File: src/rtl/mvm_stream_accel.sv
// Purpose : N x N matrix-vector multiply y = A*x over byte-stream valid/ready ports,
//           keeping A across jobs until reset so later jobs may stream only x.
// Latency : last x beat at edge t -> first out_valid in cycle t+N*N+1 (one MAC per cycle).
// Backpr. : in_ready only in LOAD_A/LOAD_X; DRAIN holds out_data/out_last until out_ready.
// Ports   : clk_i/rst_i (sync, active-high); start_i/reload_a_i job command (IDLE only);
//           in_valid_i/in_data_i/in_ready_o operand stream; out_valid_o/out_data_o/
//           out_last_o/out_ready_i result stream; busy_o (not IDLE); done_o (end pulse).
module mvm_stream_accel #(
    parameter int N      = 4,
    parameter int DW     = 8,
    parameter bit SIGNED = 1'b0
) (
    input  logic                      clk_i,
    input  logic                      rst_i,
    input  logic                      start_i,
    input  logic                      reload_a_i,
    input  logic                      in_valid_i,
    input  logic [DW-1:0]             in_data_i,
    output logic                      in_ready_o,
    output logic                      out_valid_o,
    output logic [2*DW+$clog2(N)-1:0] out_data_o,
    output logic                      out_last_o,
    input  logic                      out_ready_i,
    output logic                      busy_o,
    output logic                      done_o
);

    localparam int OW = 2*DW + $clog2(N);
    localparam int CW = $clog2(N);
    localparam logic [CW-1:0] LAST = CW'(N-1);

    typedef enum logic [2:0] {
        S_IDLE,
        S_LOAD_A,
        S_LOAD_X,
        S_COMPUTE,
        S_DRAIN
    } state_t;

    state_t        state_q, state_d;
    logic [CW-1:0] r_q, r_d;       // row index: A load, MAC row, drain index
    logic [CW-1:0] c_q, c_d;       // column index: A load, x load, MAC column
    logic          a_valid_q, a_valid_d;
    logic          done_q, done_d;
    logic [OW-1:0] acc_q, acc_d;

    logic [DW-1:0] a_q [N][N];
    logic [DW-1:0] x_q [N];
    logic [OW-1:0] y_q [N];

    logic [OW-1:0] prod;
    logic [OW-1:0] mac_sum;

    // Extending to OW before multiplying keeps the low OW product bits exact
    // for both two's-complement and unsigned operands.
    function automatic logic [OW-1:0] ext(input logic [DW-1:0] v);
        if (SIGNED) begin
            return {{(OW-DW){v[DW-1]}}, v};
        end
        return {{(OW-DW){1'b0}}, v};
    endfunction

    always_comb begin
        prod    = ext(a_q[r_q][c_q]) * ext(x_q[c_q]);
        mac_sum = ((c_q == '0) ? '0 : acc_q) + prod;
    end

    always_ff @(posedge clk_i) begin
        if (rst_i) begin
            state_q   <= S_IDLE;
            r_q       <= '0;
            c_q       <= '0;
            a_valid_q <= 1'b0;
            done_q    <= 1'b0;
            acc_q     <= '0;
        end else begin
            state_q   <= state_d;
            r_q       <= r_d;
            c_q       <= c_d;
            a_valid_q <= a_valid_d;
            done_q    <= done_d;
            acc_q     <= acc_d;
        end
    end

    // Operand/result storage needs no reset: it is only read after being written.
    always_ff @(posedge clk_i) begin
        if (state_q == S_LOAD_A && in_valid_i) begin
            a_q[r_q][c_q] <= in_data_i;
        end
        if (state_q == S_LOAD_X && in_valid_i) begin
            x_q[c_q] <= in_data_i;
        end
        if (state_q == S_COMPUTE && c_q == LAST) begin
            y_q[r_q] <= mac_sum;
        end
    end

    always_comb begin
        state_d     = state_q;
        r_d         = r_q;
        c_d         = c_q;
        a_valid_d   = a_valid_q;
        done_d      = 1'b0;
        acc_d       = acc_q;
        in_ready_o  = 1'b0;
        out_valid_o = 1'b0;
        out_last_o  = 1'b0;
        out_data_o  = '0;
        busy_o      = (state_q != S_IDLE);

        unique case (state_q)
            S_IDLE: begin
                if (start_i) begin
                    r_d = '0;
                    c_d = '0;
                    if (reload_a_i || !a_valid_q) begin
                        // A is about to be overwritten, so it stops being trustworthy now.
                        a_valid_d = 1'b0;
                        state_d   = S_LOAD_A;
                    end else begin
                        state_d = S_LOAD_X;
                    end
                end
            end
            S_LOAD_A: begin
                in_ready_o = 1'b1;
                if (in_valid_i) begin
                    if (c_q == LAST) begin
                        c_d = '0;
                        if (r_q == LAST) begin
                            r_d       = '0;
                            a_valid_d = 1'b1;
                            state_d   = S_LOAD_X;
                        end else begin
                            r_d = r_q + 1'b1;
                        end
                    end else begin
                        c_d = c_q + 1'b1;
                    end
                end
            end
            S_LOAD_X: begin
                in_ready_o = 1'b1;
                if (in_valid_i) begin
                    if (c_q == LAST) begin
                        c_d     = '0;
                        state_d = S_COMPUTE;
                    end else begin
                        c_d = c_q + 1'b1;
                    end
                end
            end
            S_COMPUTE: begin
                acc_d = mac_sum;
                if (c_q == LAST) begin
                    c_d = '0;
                    if (r_q == LAST) begin
                        r_d     = '0;
                        state_d = S_DRAIN;
                    end else begin
                        r_d = r_q + 1'b1;
                    end
                end else begin
                    c_d = c_q + 1'b1;
                end
            end
            S_DRAIN: begin
                out_valid_o = 1'b1;
                out_data_o  = y_q[r_q];
                out_last_o  = (r_q == LAST);
                if (out_ready_i) begin
                    if (r_q == LAST) begin
                        r_d     = '0;
                        done_d  = 1'b1;
                        state_d = S_IDLE;
                    end else begin
                        r_d = r_q + 1'b1;
                    end
                end
            end
            default: state_d = S_IDLE;
        endcase
    end

    assign done_o = done_q;

endmodule

File: config.mk
export PLATFORM = sky130hd
export DESIGN_NAME = mvm_stream_accel
export DESIGN_NICKNAME = d
export VERILOG_FILES = /design/src/rtl/mvm_stream_accel.sv
export SDC_FILE = /design/constraint.sdc
export NUM_CORES = 1
export LEC_CHECK = 0
export BUFFER_PORTS_ARGS = -buffer_cell sky130_fd_sc_hd__buf_2
export CAP_MARGIN = 0
export CORE_ASPECT_RATIO = 1.2
export CORE_MARGIN = 5
export CORE_UTILIZATION = 30
export DETAILED_ROUTE_END_ITERATION = 8
export SYNTH_ARGS = -nofsm -noshare
export SYNTH_HDL_FRONTEND = slang
export SYNTH_SLANG_ARGS = --single-unit
File: constraint.sdc
create_clock -name clk_i -period 7.5 [get_ports clk_i]
set_input_delay 1.5 -clock clk_i [delete_from_list [all_inputs] [get_ports clk_i]]
set_output_delay 1.5 -clock clk_i [all_outputs]
set_load 0.05 [all_outputs]
# After elaboration in Yosys (flattened, before gate mapping)
# Memories as Yosys holds them, arrays and structs flattened. A register that Yosys moved wholly into a read port is not among the register bits.
# Cells that the tools add are included.
dict set report word_totals {
  in_bits 14
  mem_bits_ro 0
  n_memories 3
  reg_bits 27
  ram_bits 232
  output_inout_bits 23
  latchBits 0
  elab_cells 104
}
dict set report classes {
  n_eq_ne 18
  bitwise 3
  multipliers 1
  n_div 0
  n_shift 0
  n_reduce_logical 18
  n_lt_le_gt_ge 2
  addsub 3
  mux 50
}
# name words width read_ports rd_ports_with_merged_regs write_ports line_no
set mem_list {}
lappend mem_list {a_q 4 32 1 1 1 47} ;# logic [DW-1:0] a_q [N][N];
lappend mem_list {y_q 4 18 1 1 1 49} ;# logic [OW-1:0] y_q [N];
lappend mem_list {x_q 4 8 1 1 1 48} ;# logic [DW-1:0] x_q [N];
# operator n
set op_table {}
lappend op_table {{18-bit two-way mux} 2}
lappend op_table {{32-bit two-way mux} 1}
lappend op_table {{3-bit two-way mux} 10}
lappend op_table {{2-bit two-way mux} 14}
lappend op_table {{8-bit two-way mux} 3}
lappend op_table {{18-bit by 16-bit adder with 18-bit output} 1}
lappend op_table {{8-bit binary-select mux with 2-bit select} 1}
lappend op_table {{8-bit demux with 2-bit select} 1}
lappend op_table {{8-bit by 8-bit multiplier with 16-bit output} 1}
lappend op_table {{3-bit case mux with 5 select lines} 1}
lappend op_table {{1-bit two-way mux} 14}
lappend op_table {{2-bit by 1-bit != test with 1-bit output, second input constant} 6}
lappend op_table {{2-bit != test, second input constant} 6}
lappend op_table {{10-bit AND reduction} 1}
lappend op_table {{2-bit case mux with 4 select lines} 1}
lappend op_table {{3-bit by 2-bit == test with 1-bit output, second input constant} 2}
lappend op_table {{2-bit case mux with 3 select lines} 1}
lappend op_table {{6-bit AND reduction} 1}
lappend op_table {{3-bit nonzero test} 2}
lappend op_table {{2-bit by 1-bit adder with 2-bit output, second input constant} 2}
lappend op_table {{2-bit == test, second input constant} 2}
lappend op_table {{1-bit logical AND} 4}
lappend op_table {{4-bit AND reduction} 1}
lappend op_table {{4-bit nonzero test} 1}
lappend op_table {{15 further kinds} 16}

# Depth between registers and ports, before layout
dict set report logic_depth {
  depth_word 7
  ltp_mapped 20
  ltp_nobuf 17
}

# Worst setup path before layout
# OpenSTA, ideal clock, no wires.
dict set report synth_timing {
  kind {flip-flop to flip-flop}
  startpoint {reg (tool-made name)}
  endpoint {mem y_q[0][16] in the netlist's numbering, data pin}
  required_ns 7.320
  period_less_slack_ns 5.770
  stages_incl_launch_ff 20
  path_buffers 2
  path_slack_ns 1.730
  setup_ns 0.180
  t_arrival_ns 5.589
  cell_sequence {dfxtp_1 -> clkbuf_1 -> buf_1 -> mux4_2 -> mux4_2 -> and2_1 -> fa_1 -> inv_1 -> fa_1 -> inv_1 -> fa_1 -> inv_1 -> fa_1 -> inv_1 -> ha_1 -> nand3_1 -> o211a_1 -> or4b_4 -> a21oi_1 -> xor2_1}
}
# item line_no
set synth_rtl {}
lappend synth_rtl {{to (decl)} 49}

==> flow_summary.yaml <==
die:
  design.die.area_sq_mm: 0.0476
  fp.dieW_um: 200
  design.core.area_sq_mm: 0.0429
  die_h_um: 238
  ioPinCount: 37
  initial_core_util_pct: 30.3
  rows: 83
detailed_routing:
  via_per_inst: 4.70
  drtIter0Drc: 423
  wirelength_um: 26900
  vias: 6928
  drtAntennaViolNets: 0
  drc_errors: 0
  drt_pass1_iterations: 5
  wl_per_cell_um: 18.2
critical_path:
  crit_type: "reg2reg"
  worstPathArrival_ps: 6680
  crit_path_max_fanout: 33
  required_ps: 7860
  startpoint_type: "register"
  critPathCaptureType: "register"
timing:
  finalSetupTns_ps: 0
  fmax_mhz: 158
  whs_ps: 457
  max_slew.worst_pin.slew_ps: 1040
  fin_crit_ps: 6320
  finalMaxSlewViolations: 0
  post-route-period-util_pct: 84.3
  hold_viol: 0
  rsz0062_at_grt: "false"
  final.setup_skew_ps: 13.3
  finalSetupViolations: 0
  max_slew_margin_pct: 30.8
synth:
  avgSynthCellArea_sq_um: 15.1
  synth-main-ff-cell: "edfxtp_1"
  synthCells: 863
  synth_fp_nets: 975
  synthArstFlopShare_pct: 0
  synth_edf_count: 232
  seq_area_frac_synth_pct: 58.3
  yosys.area.top_type_share_pct: 53.5
  yosysWarnings: 0
  yosys.area.top_type: "edfxtp_1"
  ys_ff_latch: 263
  ys_top_cells_by_area: "edfxtp_1, mux4_2, fa_1"
  netlist_area_sq_mm: 0.0130
  yosys.cell_types.count: 56
layout:
  drive_gt1_share_pct: 17.6
  final_nets: 1015
  fillers: 4105
  final_core_utilization_pct: 34.3
  syn_to_final_growth_pct: 13.2
  diodes: 0
  final_common_cell: "edfxtp_1"
  layout_common_cells: "edfxtp_1, inv_1, mux4_2"
global_route:
  grt_pass1_vias: 7279
  grt_max_degree: 34
  grt_pass1_wl_um: 42500
  antenna_found_initial: 0
  globalRouteOverflowTotal: 0
  grtUsageTotal_pct: 11.2
place:
  io_buffers: 36
  dp_hpwl_um: 18500
  gp_congestion: 0.789
status:
  outcome: "finished clean"
clocking:
  clk_latency_ps: 550
  clock_path_buffers: 3
  cts-root-buf: "clkbuf_16"
  clk_pin_slew_ps: 60
  ctsHoldBuffers: 0
  cts-resized-gates: 0
  cts.sinks: 263
  cts_tree: "done"
  cts_max_level: 1
  post_cts_buffers: 0
  cts_inserted_buffers: 27
job:
  drv_cap: 0
worst_hold_path:
  hold_path.class: "reg2reg"
## critical path, stage by stage, from the launching register on
cell,delay [ps]
dfxtp_4,770
mux4_2,570
mux4_2,570
and2_1,200
fa_1,540
inv_1,50
fa_1,530
inv_1,50
fa_1,470
inv_1,40
fa_1,470
inv_1,40
ha_1,370
nand3_1,130
o211a_1,320
or4b_4,530
a21oi_1,200
xor2_1,250
## Yosys cell counts (2+ instances only)
| master | instances |
|---|---|
| nand2b_1 | 15 |
| mux4_2 | 66 |
| buf_1 | 7 |
| o21bai_1 | 2 |
| nor4_1 | 2 |
| fa_1 | 50 |
| a22o_1 | 5 |
| mux2i_1 | 5 |
| o21ai_0 | 12 |
| dfxtp_1 | 31 |
| nor2_1 | 26 |
| nand2_1 | 54 |
| or4_1 | 2 |
| clkbuf_1 | 17 |
| a22oi_1 | 2 |
| xnor2_1 | 8 |
| nor3_1 | 4 |
| o211ai_1 | 6 |
| inv_1 | 90 |
| and3_1 | 22 |
| a41oi_1 | 2 |
| or2_2 | 2 |
| a21o_1 | 2 |
| nor2b_1 | 26 |
| ha_1 | 48 |
| buf_2 | 3 |
| edfxtp_1 | 232 |
| and2_1 | 48 |
| buf_6 | 3 |
| xor2_1 | 5 |
| nand3_1 | 7 |
| buf_8 | 2 |
| a21oi_1 | 34 |
## registers in the layout, indices dropped and copies added, names as in the netlist, named ones only
name / flops
r_q: 2
x_q: 32
a_q: 128
a_valid_q: 1
y_q: 72
c_q: 2
acc_q: 18
done_o: 1
state_q: 3
## cell families (layout without fill, tap and decap cells)
logic type               Yosys count  after routing  share of synthesized area (%)
flip-flops                       263            263                           58.3
AND/OR/NAND/NOR                  215            215                           8.83
buffers and inverters            123            183                           3.92
adder cells (fa/ha/maj)           98             98                           12.3
AO/OA/AOI/OAI                     79             79                           3.85
multiplexers                      72             72                           11.9
XOR/XNOR                          13             13                          0.875
## final cells by class
type / count / area, sq um / share of cell area, %
flip-flops and latches: 263 / 7590 / 51.5
multi-input cells: 477 / 4910 / 33.4
clock buffers: 31 / 701 / 4.76
well taps: 552 / 691 / 4.69
inverters: 91 / 342 / 2.32
clock inverters: 18 / 259 / 1.76
repair buffers: 43 / 233 / 1.58
## path summary, 6_finish.rpt
| kind | depth (start not counted) | startpoint | to | slack [ps] |
|---|---|---|---|---|
| setup / recovery | 17 | register | y_q[1][16]$_DFFE_PP_ | 1180 |
| hold / removal | 2 | acc_q[2]$_SDFFE_PP0P_ | acc_q[2]$_SDFFE_PP0P_ | 460 |
| setup reg to reg | 17 | register | y_q[1][16]$_DFFE_PP_ | 1180 |
| hold reg to reg | 2 | acc_q[2]$_SDFFE_PP0P_ | acc_q[2]$_SDFFE_PP0P_ | 460 |
## through the flow
stage / worst slack [ps] / std cells / cell area (sq um)
after detailed placement: 1190 / 1426 / 13800
after global routing: 811 / 1475 / 14700
final: 1180 / 1475 / 14700
after floorplan: 1730 / 863 / 13000
after global placement: 1270 / 1426 / 13800
after CTS: 1160 / 1475 / 14700
## routing by layer
| metal | vias to the layer above | global-route usage (%) | share of wire, % |
|---|---|---|---|
| met4 | 0 | 2.44 | 2.0 |
| met3 | 36 | 1.81 | 3.8 |
| met5 | - | 0 | 0 |
| met2 | 121 | 20.1 | 51 |
| met1 | 3548 | 14.4 | 43 |
| li1 | 3223 | - | - |
Power is not shown: default switching activity piles up to over one toggle a cycle in this logic, so the estimate is an artifact.
